File: src/rtl/imem_pkg.sv
// Shared definitions for the instruction-memory controller and its per-core fetch requesters.
package imem_pkg;

    localparam int unsigned IMEM_ADDR_W = 16;
    localparam int unsigned IMEM_DATA_W = 8;
    localparam int unsigned FETCH_ST_W  = 3;

    typedef logic [FETCH_ST_W-1:0] fetch_state_t;

    localparam fetch_state_t ST_IDLE  = FETCH_ST_W'(0);
    localparam fetch_state_t ST_REQ   = FETCH_ST_W'(1);
    localparam fetch_state_t ST_DATA  = FETCH_ST_W'(2);
    localparam fetch_state_t ST_HOLD  = FETCH_ST_W'(3);
    localparam fetch_state_t ST_FLUSH = FETCH_ST_W'(4);
    localparam fetch_state_t ST_ERR   = FETCH_ST_W'(5);

    // Read-side request payload a requester presents to the controller
    typedef struct packed {
        logic                   rden;
        logic [IMEM_ADDR_W-1:0] addr;
    } imem_rd_req_t;

    function automatic logic [IMEM_ADDR_W-1:0] pc_next(input logic [IMEM_ADDR_W-1:0] pc);
        return pc + IMEM_ADDR_W'(1);
    endfunction

endpackage

File: src/rtl/imem_fetch_requester.sv
// Per-core instruction fetch initiator: requests a byte at pc from the shared imem controller,
// waits for the grant, captures the returned byte and presents it to decode with valid/stall.
module imem_fetch_requester
    import imem_pkg::*;
#(
    parameter int unsigned            CORE_ID  = 0,
    parameter logic [IMEM_ADDR_W-1:0] RESET_PC = '0,
    parameter int unsigned            TIMEOUT  = 15
) (
    input  logic                   clk,
    input  logic                   rst,
    input  logic                   start,
    input  logic                   stall,
    input  logic                   jump,
    input  logic [IMEM_ADDR_W-1:0] jump_addr,
    input  logic                   acq,
    input  logic [IMEM_DATA_W-1:0] Dq,
    output logic                   rden,
    output logic                   wren,
    output logic [IMEM_ADDR_W-1:0] Address,
    output logic [15:0]            Din,
    output logic [IMEM_DATA_W-1:0] instr,
    output logic                   instr_valid,
    output logic [IMEM_ADDR_W-1:0] pc,
    output logic                   busy,
    output logic                   timeout_err
);

    localparam int unsigned CNT_W = 8;
    localparam logic [CNT_W-1:0] TO_LAST = CNT_W'(TIMEOUT - 1);

    if (CORE_ID > 31 || TIMEOUT < 1 || TIMEOUT > 255) begin : g_param_chk
        $error("imem_fetch_requester: CORE_ID or TIMEOUT out of range");
    end

    fetch_state_t           state_q, state_d;
    imem_rd_req_t           req_q, req_d;
    logic [IMEM_ADDR_W-1:0] pc_q, pc_d;
    logic [IMEM_DATA_W-1:0] instr_q, instr_d;
    logic                   valid_q, valid_d;
    logic                   busy_q, busy_d;
    logic                   err_q, err_d;
    logic [CNT_W-1:0]       cnt_q, cnt_d;
    logic                   next_fetch;

    assign next_fetch = start;

    always_ff @(posedge clk or posedge rst) begin
        if (rst) state_q <= ST_IDLE;
        else     state_q <= state_d;
    end

    // Jump outranks grant and stall everywhere except ERR
    always_comb begin
        state_d = state_q;
        unique case (state_q)
            ST_IDLE:  if (jump || start) state_d = next_fetch ? ST_REQ : ST_IDLE;
            ST_REQ: begin
                if (jump)                 state_d = ST_FLUSH;
                else if (acq)             state_d = ST_DATA;
                else if (cnt_q == TO_LAST) state_d = ST_ERR;
            end
            ST_DATA: begin
                if (jump)       state_d = ST_FLUSH;
                else if (stall) state_d = ST_HOLD;
                else            state_d = next_fetch ? ST_REQ : ST_IDLE;
            end
            ST_HOLD:  if (jump || !stall) state_d = next_fetch ? ST_REQ : ST_IDLE;
            ST_FLUSH: state_d = next_fetch ? ST_REQ : ST_IDLE;
            ST_ERR:   state_d = ST_ERR;
            default:  state_d = ST_IDLE;
        endcase
    end

    always_comb begin
        pc_d    = pc_q;
        cnt_d   = '0;
        instr_d = instr_q;
        valid_d = valid_q & stall;
        err_d   = err_q;
        unique case (state_q)
            ST_REQ: if (!jump && !acq) begin
                cnt_d = cnt_q + CNT_W'(1);
                if (cnt_q == TO_LAST) err_d = 1'b1;
            end
            ST_DATA: if (!jump) begin
                instr_d = Dq;
                valid_d = 1'b1;
                if (!stall) pc_d = pc_next(pc_q);
            end
            ST_HOLD: if (!jump && !stall) pc_d = pc_next(pc_q);
            default: ;
        endcase
        if (jump && state_q != ST_ERR) begin
            pc_d    = jump_addr;
            valid_d = 1'b0;
        end
        // Address tracks the pc of the request about to be raised, and is held otherwise
        req_d.rden = (state_d == ST_REQ);
        req_d.addr = (state_d == ST_REQ) ? pc_d : req_q.addr;
        busy_d     = (state_d == ST_REQ) || (state_d == ST_DATA) || (state_d == ST_FLUSH);
    end

    always_ff @(posedge clk or posedge rst) begin
        if (rst) begin
            pc_q    <= RESET_PC;
            req_q   <= '0;
            instr_q <= '0;
            valid_q <= 1'b0;
            busy_q  <= 1'b0;
            err_q   <= 1'b0;
            cnt_q   <= '0;
        end else begin
            pc_q    <= pc_d;
            req_q   <= req_d;
            instr_q <= instr_d;
            valid_q <= valid_d;
            busy_q  <= busy_d;
            err_q   <= err_d;
            cnt_q   <= cnt_d;
        end
    end

    assign rden        = req_q.rden;
    assign Address     = req_q.addr;
    assign wren        = 1'b0;
    assign Din         = '0;
    assign instr       = instr_q;
    assign instr_valid = valid_q;
    assign pc          = pc_q;
    assign busy        = busy_q;
    assign timeout_err = err_q;

endmodule

File: config.mk
export PLATFORM = sky130hd
export DESIGN_NAME = imem_fetch_requester
export DESIGN_NICKNAME = d
export VERILOG_FILES = /design/src/rtl/imem_pkg.sv /design/src/rtl/imem_fetch_requester.sv
export SDC_FILE = /design/constraint.sdc
export NUM_CORES = 1
export LEC_CHECK = 0
export CAP_MARGIN = 15
export CORE_AREA = 2 2 80 82
export CTS_CLUSTER_DIAMETER = 30
export DETAILED_ROUTE_END_ITERATION = 7
export DIE_AREA = 0 0 82 84
export PLACE_DENSITY = 0.83
export SKIP_LAST_GASP = 1
export SYNTH_ARGS = -nofsm -noshare
export SYNTH_HDL_FRONTEND = slang
export SYNTH_SLANG_ARGS = --single-unit
File: constraint.sdc
create_clock -name clk -period 3.3 [get_ports clk]
set_clock_uncertainty 0.15 [all_clocks]
set_input_delay 0.99 -clock clk [delete_from_list [all_inputs] [get_ports clk]]
set_output_delay 0.99 -clock clk [all_outputs]
set_load 0.05 [all_outputs]
==> tab_implementation.tex, run 1 <==
\begin{tabular}{lr}
\hline
Metric & Value \\
\hline
\multicolumn{2}{l}{\textbf{Clocking}} \\
\quad Post-CTS setup-driven buffer insertion count & 0 \\
\quad CTS root buf & sky130\_fd\_sc\_hd\_\_clkbuf\_8 \\
\quad CTS max path bufs & 2 \\
\quad Count of H-tree levels built during CTS & 2 \\
\quad Number of clock sinks seen by CTS & between 50 and 60 \\
\quad Number of cells upsized or downsized after cts & 0 \\
\quad Clock latency on the worst-skew pair & about 0.3 ns \\
\quad TritonCTS clock tree & built \\
\quad Clock slew seen by the registers of the worst setup and hold paths & around 0.090 ns \\
\quad Number of hold-repair buffers added at the cts stage & 0 \\
\quad CTS buffer count & 5 \\
\multicolumn{2}{l}{\textbf{Synthesis}} \\
\quad Netlist area before placement & approximately 0.0026 mm2 \\
\quad Number of synthesized flops with an enable pin & 0 \\
\quad Number of warnings printed during yosys synthesis & 0 \\
\quad Async SR Flop Fraction & 100\% \\
\quad Unique masters post-synth & 39 \\
\quad Syn Area/Cell & 11.0 um2 \\
\quad Sequential-to-total area share from yosys stat & a little over half \\
\quad Flip-flop and latch count after synthesis & between 50 and 60 \\
\quad Prevailing post-synth register cell & sky130\_fd\_sc\_hd\_\_dfrtp\_1 \\
\quad Instance count of the mapped netlist & between 200 and 250 \\
\multicolumn{2}{l}{\textbf{Place}} \\
\quad IO Port Bufs & 73 \\
\quad Placed insts & $\sim$400 \\
\quad Detail Placement HPWL & around 4200 um \\
\quad Routability congestion estimate & approximately 0.79 \\
\quad Place WS & -0.202 ns \\
\multicolumn{2}{l}{\textbf{Route}} \\
\quad Average wire per standard cell & about 14 um \\
\quad Via total after detailed routing & 1991 \\
\quad Detailed Route Iter0 Violations & 83 \\
\quad TritonRoute pass-1 iters & 4 \\
\quad Routed wire length & 5480 um \\
\quad DRC Markers & 0 \\
\quad Detailed-route vias per instance & a little over 5 \\
\quad Antenna Violating Nets Remaining & 0 \\
\multicolumn{2}{l}{\textbf{Cells and area}} \\
\quad Fraction of layout instances using a drive strength above 1 & 15.0\% \\
\quad Top library cells by usage in the layout, fill and taps aside & sky130\_fd\_sc\_hd\_\_clkdlybuf4s50\_1 (73), sky130\_fd\_sc\_hd\_\_dfrtp\_1 (55), sky130\_fd\_sc\_hd\_\_nor2\_1 (30) \\
\quad Area Overhead vs Synth & 35.1\% \\
\quad Antenna Cells & 0 \\
\quad Nets & 352 \\
\quad Non-filler cells, final & $\sim$400 \\
\quad Fillers & between 500 and 600 \\
\quad Commonest non-fill, non-tap cell in the layout & sky130\_fd\_sc\_hd\_\_clkdlybuf4s50\_1 \\
\multicolumn{2}{l}{\textbf{Flow run}} \\
\quad Number of violations of the max-capacitance limit & 0 \\
\multicolumn{2}{l}{\textbf{Power}} \\
\quad Power density of the placed cells & about 1000 mW/mm2 \\
\quad Peak ir drop on the vdd network & 0.527 mV \\
\quad Leak pwr & between 1 and 1.5 nW \\
\multicolumn{2}{l}{\textbf{Worst setup path}} \\
\quad Category of the most critical setup path & input port to register \\
\quad Length in cells of the worst reg-to-reg path & 5 \\
\quad Element type at the critical path end & register \\
\quad Required @ worst endpoint & $\sim$3.4 ns \\
\quad Worst-path fanout max & 5 \\
\quad Crit path launch type & input port \\
\quad Critical Path Source & jump \\
\quad Worst reg2reg path endpoint & Address[15] \\
\quad Crit path DAT & around 3.3 ns \\
\quad Flop-to-flop setup slack & roughly 0.80 ns \\
\quad End of the critical path & Address[15] \\
\quad Reg-to-Reg Start & state\_q[2] \\
\multicolumn{2}{l}{\textbf{Global route}} \\
\quad Via count of the first global-routing pass & 2013 \\
\quad Maximum number of pins on one net before global-route repair & 33 \\
\quad Initial antenna violation count & 0 \\
\quad Tot GR Track Use & between 10\% and 20\% \\
\quad First-pass GRT wire length & about 9000 um \\
\quad Total global routing overflow & 0 \\
\multicolumn{2}{l}{\textbf{Die}} \\
\quad I/O Pins & around 90 \\
\quad Overall die height & around 84 um \\
\quad Standard-cell row count & 29 \\
\quad Core box area & between 0.006 and 0.007 mm2 \\
\quad X dimension of the die & about 80 um \\
\quad Starting density of the core & a little over two fifths \\
\quad Total Die Area & 0.00689 mm2 \\
\multicolumn{2}{l}{\textbf{STA}} \\
\quad Transition at the pin with the smallest max-transition slack & 0.724 ns \\
\quad Period minus WS final & around 3.2 ns \\
\quad Final worst setup slack & $\sim$0.11 ns \\
\quad RSZ-0062 raised after global routing & false \\
\quad Setup-failing EPs final & 0 \\
\quad Endpoints failing hold & 0 \\
\quad Sum Neg Setup Slack & 0 ns \\
\quad Highest attainable clock frequency & approximately 310 MHz \\
\quad Number of max-slew violations in the final report & 0 \\
\quad Post-route clock period utilization & approximately 97\% \\
\quad Normalized max-slew margin & between 50\% and 60\% \\
\multicolumn{2}{l}{\textbf{Run status}} \\
\quad Outcome & finished, final reports clean \\
\multicolumn{2}{l}{\textbf{Hold path}} \\
\quad Worst hold path class & register to register \\
\hline
\end{tabular}
-- routing by layer --
metal / routed length, um / global-route usage [%] / up-vias
met3: 432 / 4.76 / 6
met5: 0 / 0 / -
met2: 2740 / 28.3 / 66
met1: 2250 / 21.5 / 962
li1: - / - / 957
met4: 53 / 4.39 / 0
-- layout make-up --
type | instances | area, um2 | area share (%)
clock inverter | 1 | 5.00 | 0.142
timing repair buffer | 82 | 836 | 23.7
inverter | 9 | 33.8 | 0.956
sequential | 55 | 1380 | 39.0
multi-input combinational | 166 | 1100 | 31.2
clock buffer | 6 | 82.6 | 2.34
tap | 77 | 96.3 | 2.73
-- cell families (layout without fill, tap and decap cells) --
family                   count (synthesis)  after routing  share of synthesized area, %
AND/OR/NAND/NOR                         74             74                          14.6
flip-flops                              55             55                          52.6
buffers and inverters                   32             98                          7.66
AO/OA/AOI/OAI                           30             30                          7.13
multiplexers                            24             24                          10.3
XOR/XNOR                                18             18                          6.03
adder cells (fa/ha/maj)                  3              3                          1.44
other                                    1             17                         0.143
-- where the power goes --
part | switching, W | leakage [nW] | internal (W) | total (W)
logic | 0.00128 | 0.762 | 0.000768 | 0.00205
registers | 0.000195 | 0.655 | 0.000923 | 0.00112
clock network | 0.000199 | 0.0470 | 0.000165 | 0.000364
total | 0.00167 | 1.46 | 0.00186 | 0.00353
-- worst max-delay path, cell delays in order --
cell and delay [ns]:
sky130_fd_sc_hd__clkdlybuf4s50_1 0.43, sky130_fd_sc_hd__or4b_4 0.56, sky130_fd_sc_hd__or3_4 0.43, sky130_fd_sc_hd__or4_1 0.47, sky130_fd_sc_hd__a31oi_1 0.22, sky130_fd_sc_hd__mux2_2 0.18
-- state kept, by name, indices dropped and copies added, names as in the netlist --
register,count
Address,16
pc,16
cnt_q,8
instr,8
state_q,3
busy,1
instr_valid,1
rden,1
timeout_err,1
-- worst min-delay path by stage --
stage / startpoint / end / slack [ns] / cells after the start
final: timeout_err / timeout_err / 0.35 / 1
after global placement: timeout_err / timeout_err / 0.33 / 1
after global routing: timeout_err / timeout_err / 0.37 / 1
after detailed placement: timeout_err / timeout_err / 0.32 / 1
after floorplan: cnt_q[0] / cnt_q[0] / 0.32 / 1
after CTS: timeout_err / timeout_err / 0.35 / 1
-- stage by stage --
stage          power, W  cell area, um2  utilization (%)  hold slack (ns)
6_report        0.00353            3530             57.9            0.346
3_3_place_gp    0.00315            3440             56.5            0.327
3_5_place_dp    0.00319            3440             56.5            0.325
5_1_grt         0.00372            3530             57.9            0.373
2_1_floorplan   0.00250            2680                -            0.318
4_1_cts         0.00356            3530             57.9            0.353
-- synthesized netlist by cell type, drive strengths merged, types with 2 or more instances --
cell / n / area (um2)
o21ai: 4 / 20.0
buf: 20 / 155
nand2b: 2 / 12.5
a21oi: 11 / 55.1
ha: 3 / 37.5
a31oi: 6 / 37.5
nand2: 8 / 30.0
and3: 2 / 12.5
xor2: 6 / 52.6
inv: 9 / 33.8
o31ai: 2 / 15.0
nand3: 8 / 40.0
or4: 2 / 15.0
nor4: 5 / 31.3
nand4: 4 / 25.0
nor3: 3 / 15.0
mux2: 24 / 270
a31o: 2 / 17.5
nor2: 30 / 113
or3: 4 / 35.0
clkbuf: 3 / 11.3
xnor2: 12 / 105
dfrtp: 55 / 1380
Note: power is estimated with default switching activity, not from simulation.
==> inputs of run 2 (changes only) <==
--- a/config.mk
+++ b/config.mk
@@ -5,13 +5,15 @@
 export SDC_FILE = /design/constraint.sdc
 export NUM_CORES = 1
 export LEC_CHECK = 0
+export ABC_AREA = 1
 export CAP_MARGIN = 15
-export CORE_AREA = 2 2 80 82
+export CORE_AREA = 2 2 82 84
 export CTS_CLUSTER_DIAMETER = 30
 export DETAILED_ROUTE_END_ITERATION = 7
-export DIE_AREA = 0 0 82 84
+export DIE_AREA = 0 0 84 86
 export PLACE_DENSITY = 0.83
 export SKIP_LAST_GASP = 1
 export SYNTH_ARGS = -nofsm -noshare
 export SYNTH_HDL_FRONTEND = slang
 export SYNTH_SLANG_ARGS = --single-unit
+export TNS_END_PERCENT = 20
==> tab_implementation.tex, run 2 <==
\begin{tabular}{lr}
\hline
Metric & Value \\
\hline
\multicolumn{2}{l}{\textbf{Synthesis}} \\
\quad Share of Yosys cell area claimed by the top area cell type & between 40\% and 50\% \\
\quad Most repeated cell in the gate-level netlist after synthesis & sky130\_fd\_sc\_hd\_\_nand2\_1 \\
\quad Commonest cells in the netlist & sky130\_fd\_sc\_hd\_\_nand2\_1 (122), sky130\_fd\_sc\_hd\_\_dfrtp\_1 (55), sky130\_fd\_sc\_hd\_\_nor2\_1 (37) \\
\quad Netlist area before placement & 0.00283 mm2 \\
\quad Async SR Flop Fraction & 100\% \\
\quad Sequential-to-total area share from yosys stat & approximately half \\
\quad Syn Area/Cell & slightly above 8 um2 \\
\quad Number of synthesized flops with an enable pin & 0 \\
\quad Unique masters post-synth & 33 \\
\quad Largest cells by area after synthesis & sky130\_fd\_sc\_hd\_\_dfrtp\_1 (49\%), sky130\_fd\_sc\_hd\_\_nand2\_1 (16\%), sky130\_fd\_sc\_hd\_\_nand3\_1 (4.9\%), sky130\_fd\_sc\_hd\_\_nor2\_1 (4.9\%), sky130\_fd\_sc\_hd\_\_buf\_4 (4.5\%) \\
\quad Flip-flop and latch count after synthesis & between 50 and 60 \\
\quad Prevailing post-synth register cell & sky130\_fd\_sc\_hd\_\_dfrtp\_1 \\
\quad Instance count of the mapped netlist & 349 \\
\quad Number of warnings printed during yosys synthesis & 0 \\
\quad Cell type with the highest aggregate area in the netlist & sky130\_fd\_sc\_hd\_\_dfrtp\_1 \\
\multicolumn{2}{l}{\textbf{Worst setup path}} \\
\quad Buffers \& Inverters on Critical Path & 1 \\
\quad Max incr delay on CP & $\sim$0.86 ns \\
\quad Slowest cell on the critical path & sky130\_fd\_sc\_hd\_\_clkdlybuf4s50\_1 \\
\quad Category of the most critical setup path & register to output pin \\
\quad Worst-path fanout max & 7 \\
\quad Element type at the critical path end & output pin \\
\quad Cell family with the largest share of critical-path delay & buffers and inverters \\
\quad Crit path launch type & register \\
\quad Required @ worst endpoint & approximately 2.2 ns \\
\quad Critical Path Source & pc[4] \\
\quad Series of cell instances along the critical path & clkdlybuf4s50\_1 \\
\quad Crit path DAT & around 1.7 ns \\
\quad Reg-to-Reg Start & cnt\_q[0] \\
\multicolumn{2}{l}{\textbf{STA}} \\
\quad Endpoints failing hold & 0 \\
\quad Sum Neg Setup Slack & 0 ns \\
\quad Post-route clock period utilization & a little under nine tenths \\
\quad Number of max-slew violations in the final report & 0 \\
\quad Worst Hold Margin & between 0.3 and 0.4 ns \\
\quad Normalized max-slew margin & between 50\% and 60\% \\
\quad Highest attainable clock frequency & about 360 MHz \\
\quad RSZ-0062 raised after global routing & false \\
\quad Setup-failing EPs final & 0 \\
\quad Period minus WS final & 2.81 ns \\
\quad Transition at the pin with the smallest max-transition slack & between 0.6 and 0.7 ns \\
\multicolumn{2}{l}{\textbf{Cells and area}} \\
\quad Top library cells by usage in the layout, fill and taps aside & sky130\_fd\_sc\_hd\_\_nand2\_1 (122), sky130\_fd\_sc\_hd\_\_clkdlybuf4s50\_1 (73), sky130\_fd\_sc\_hd\_\_dfrtp\_1 (55) \\
\quad Fillers & between 500 and 600 \\
\quad Antenna Cells & 0 \\
\quad Final core area utilization & between 50 and 60\% \\
\quad Commonest non-fill, non-tap cell in the layout & sky130\_fd\_sc\_hd\_\_nand2\_1 \\
\quad Area used by multi-input combinational logic & 0.00125 mm2 \\
\quad Storage cell area & roughly 0.0014 mm2 \\
\quad Nets & 460 \\
\quad Area of all placed cells without fillers & between 0.003 and 0.004 mm2 \\
\quad Fraction of layout instances using a drive strength above 1 & under 10\% \\
\quad Area Overhead vs Synth & 30.0\% \\
\multicolumn{2}{l}{\textbf{Clocking}} \\
\quad Number of cells upsized or downsized after cts & 0 \\
\quad Number of hold-repair buffers added at the cts stage & 0 \\
\quad Clock latency on the worst-skew pair & a little over 0.3 ns \\
\quad TritonCTS clock tree & built \\
\quad CTS max path bufs & 2 \\
\quad Post-CTS setup-driven buffer insertion count & 0 \\
\quad Number of clock sinks seen by CTS & 55 \\
\quad Clock slew seen by the registers of the worst setup and hold paths & roughly 0.090 ns \\
\quad Count of H-tree levels built during CTS & 2 \\
\quad CTS buffer count & 5 \\
\quad CTS root buf & sky130\_fd\_sc\_hd\_\_clkbuf\_8 \\
\multicolumn{2}{l}{\textbf{Global route}} \\
\quad First-pass GRT wire length & roughly 11000 um \\
\quad Tot GR Track Use & a little under a fifth \\
\quad Maximum number of pins on one net before global-route repair & 56 \\
\quad Total global routing overflow & 0 \\
\quad Initial antenna violation count & 0 \\
\quad Via count of the first global-routing pass & about 2400 \\
\multicolumn{2}{l}{\textbf{Power}} \\
\quad Peak ir drop on the vdd network & about 0.48 mV \\
\quad Power density of the placed cells & slightly below 900 mW/mm2 \\
\quad Leak pwr & between 1.5 and 2 nW \\
\multicolumn{2}{l}{\textbf{Place}} \\
\quad Routability congestion estimate & between 0.9 and 1 \\
\quad Placement Cell Area & around 0.0036 mm2 \\
\quad Detail Placement HPWL & 4970 um \\
\quad IO Port Bufs & 73 \\
\multicolumn{2}{l}{\textbf{Die}} \\
\quad Standard-cell row count & 29 \\
\quad I/O Pins & 91 \\
\quad Core box area & approximately 0.0063 mm2 \\
\quad Starting density of the core & 45.1\% \\
\quad Overall die height & approximately 86 um \\
\quad Total Die Area & between 0.007 and 0.008 mm2 \\
\quad X dimension of the die & 84 um \\
\multicolumn{2}{l}{\textbf{Route}} \\
\quad DRC Markers & 0 \\
\quad TritonRoute pass-1 iters & 5 \\
\quad Detailed Route Iter0 Violations & 198 \\
\quad Detailed-route vias per instance & just under 5 \\
\quad Average wire per standard cell & about 13 um \\
\quad Routed wire length & around 6700 um \\
\quad Antenna Violating Nets Remaining & 0 \\
\quad Via total after detailed routing & approximately 2500 \\
\multicolumn{2}{l}{\textbf{Hold path}} \\
\quad Worst hold path class & register to register \\
\quad Beginning of the worst hold path & Address[8] \\
\multicolumn{2}{l}{\textbf{Flow run}} \\
\quad Number of violations of the max-capacitance limit & 0 \\
\multicolumn{2}{l}{\textbf{Run status}} \\
\quad Outcome & finished, final reports clean \\
\hline
\end{tabular}
run 2: path summary, 6_finish.rpt:
kind | slack, ns | cells after the start | to
max | 0.49 | 1 | pc[4]
min | 0.34 | 2 | Address[8]
max reg2reg | 1.19 | 10 | Address[9]
min reg2reg | 0.34 | 2 | Address[8]
max in group asynchronous | 1.53 | 3 | Address[10]
min in group asynchronous | 1.03 | 3 | instr[5]
run 2: power by group:
part           internal, W  switching [W]
clock             0.000172       0.000216
sequential        0.000888       0.000178
combinational     0.000569        0.00122
total              0.00163        0.00162
run 2: final cells by class:
| class | count | share of cell area [%] |
|---|---|---|
| sequential | 55 | 37.4 |
| multi-input combinational | 260 | 34.1 |
| timing repair buffer | 76 | 20.4 |
| inverter | 29 | 2.95 |
| tap | 77 | 2.61 |
| clock buffer | 7 | 2.34 |
| clock inverter | 1 | 0.238 |
run 2: logic make-up (layout without fill, tap and decap cells):
family          after synthesis  in the layout  synth area share (%)
compound gates               19             19                  4.33
xor+xnor                      3              3                 0.927
fa+ha+maj                     3              3                  1.32
buf+inv                      50            113                  9.27
flops                        55             55                  48.6
mux                           8              8                  3.18
other cells                   1             17                 0.132
simple gates                210            210                  32.3
run 2: stage by stage:
stage          setup WS, ns  power [W]  instances
6_report              0.493    0.00325        505
2_1_floorplan         0.817    0.00229        365
3_5_place_dp          0.359    0.00287        497
4_1_cts               0.509    0.00327        505
5_1_grt               0.406    0.00342        505
3_3_place_gp          0.382    0.00284        497
run 2: per-layer routing:
layer | GRT usage (%) | wire [um]
met4 | 7.48 | 124
met3 | 3.37 | 393
met5 | 0 | 0
met1 | 24.1 | 2900
met2 | 32.4 | 3300
==> inputs of run 3 (changes only) <==
--- a/config.mk
+++ b/config.mk
@@ -6,6 +6,7 @@
 export NUM_CORES = 1
 export LEC_CHECK = 0
 export ABC_AREA = 1
+export ABC_CLOCK_PERIOD_IN_PS = 3300
 export CAP_MARGIN = 15
 export CORE_AREA = 2 2 82 84
 export CTS_CLUSTER_DIAMETER = 30
==> results of run 3 <==
Same layout as run 2: the final DEF is identical, and so are final timing and power.
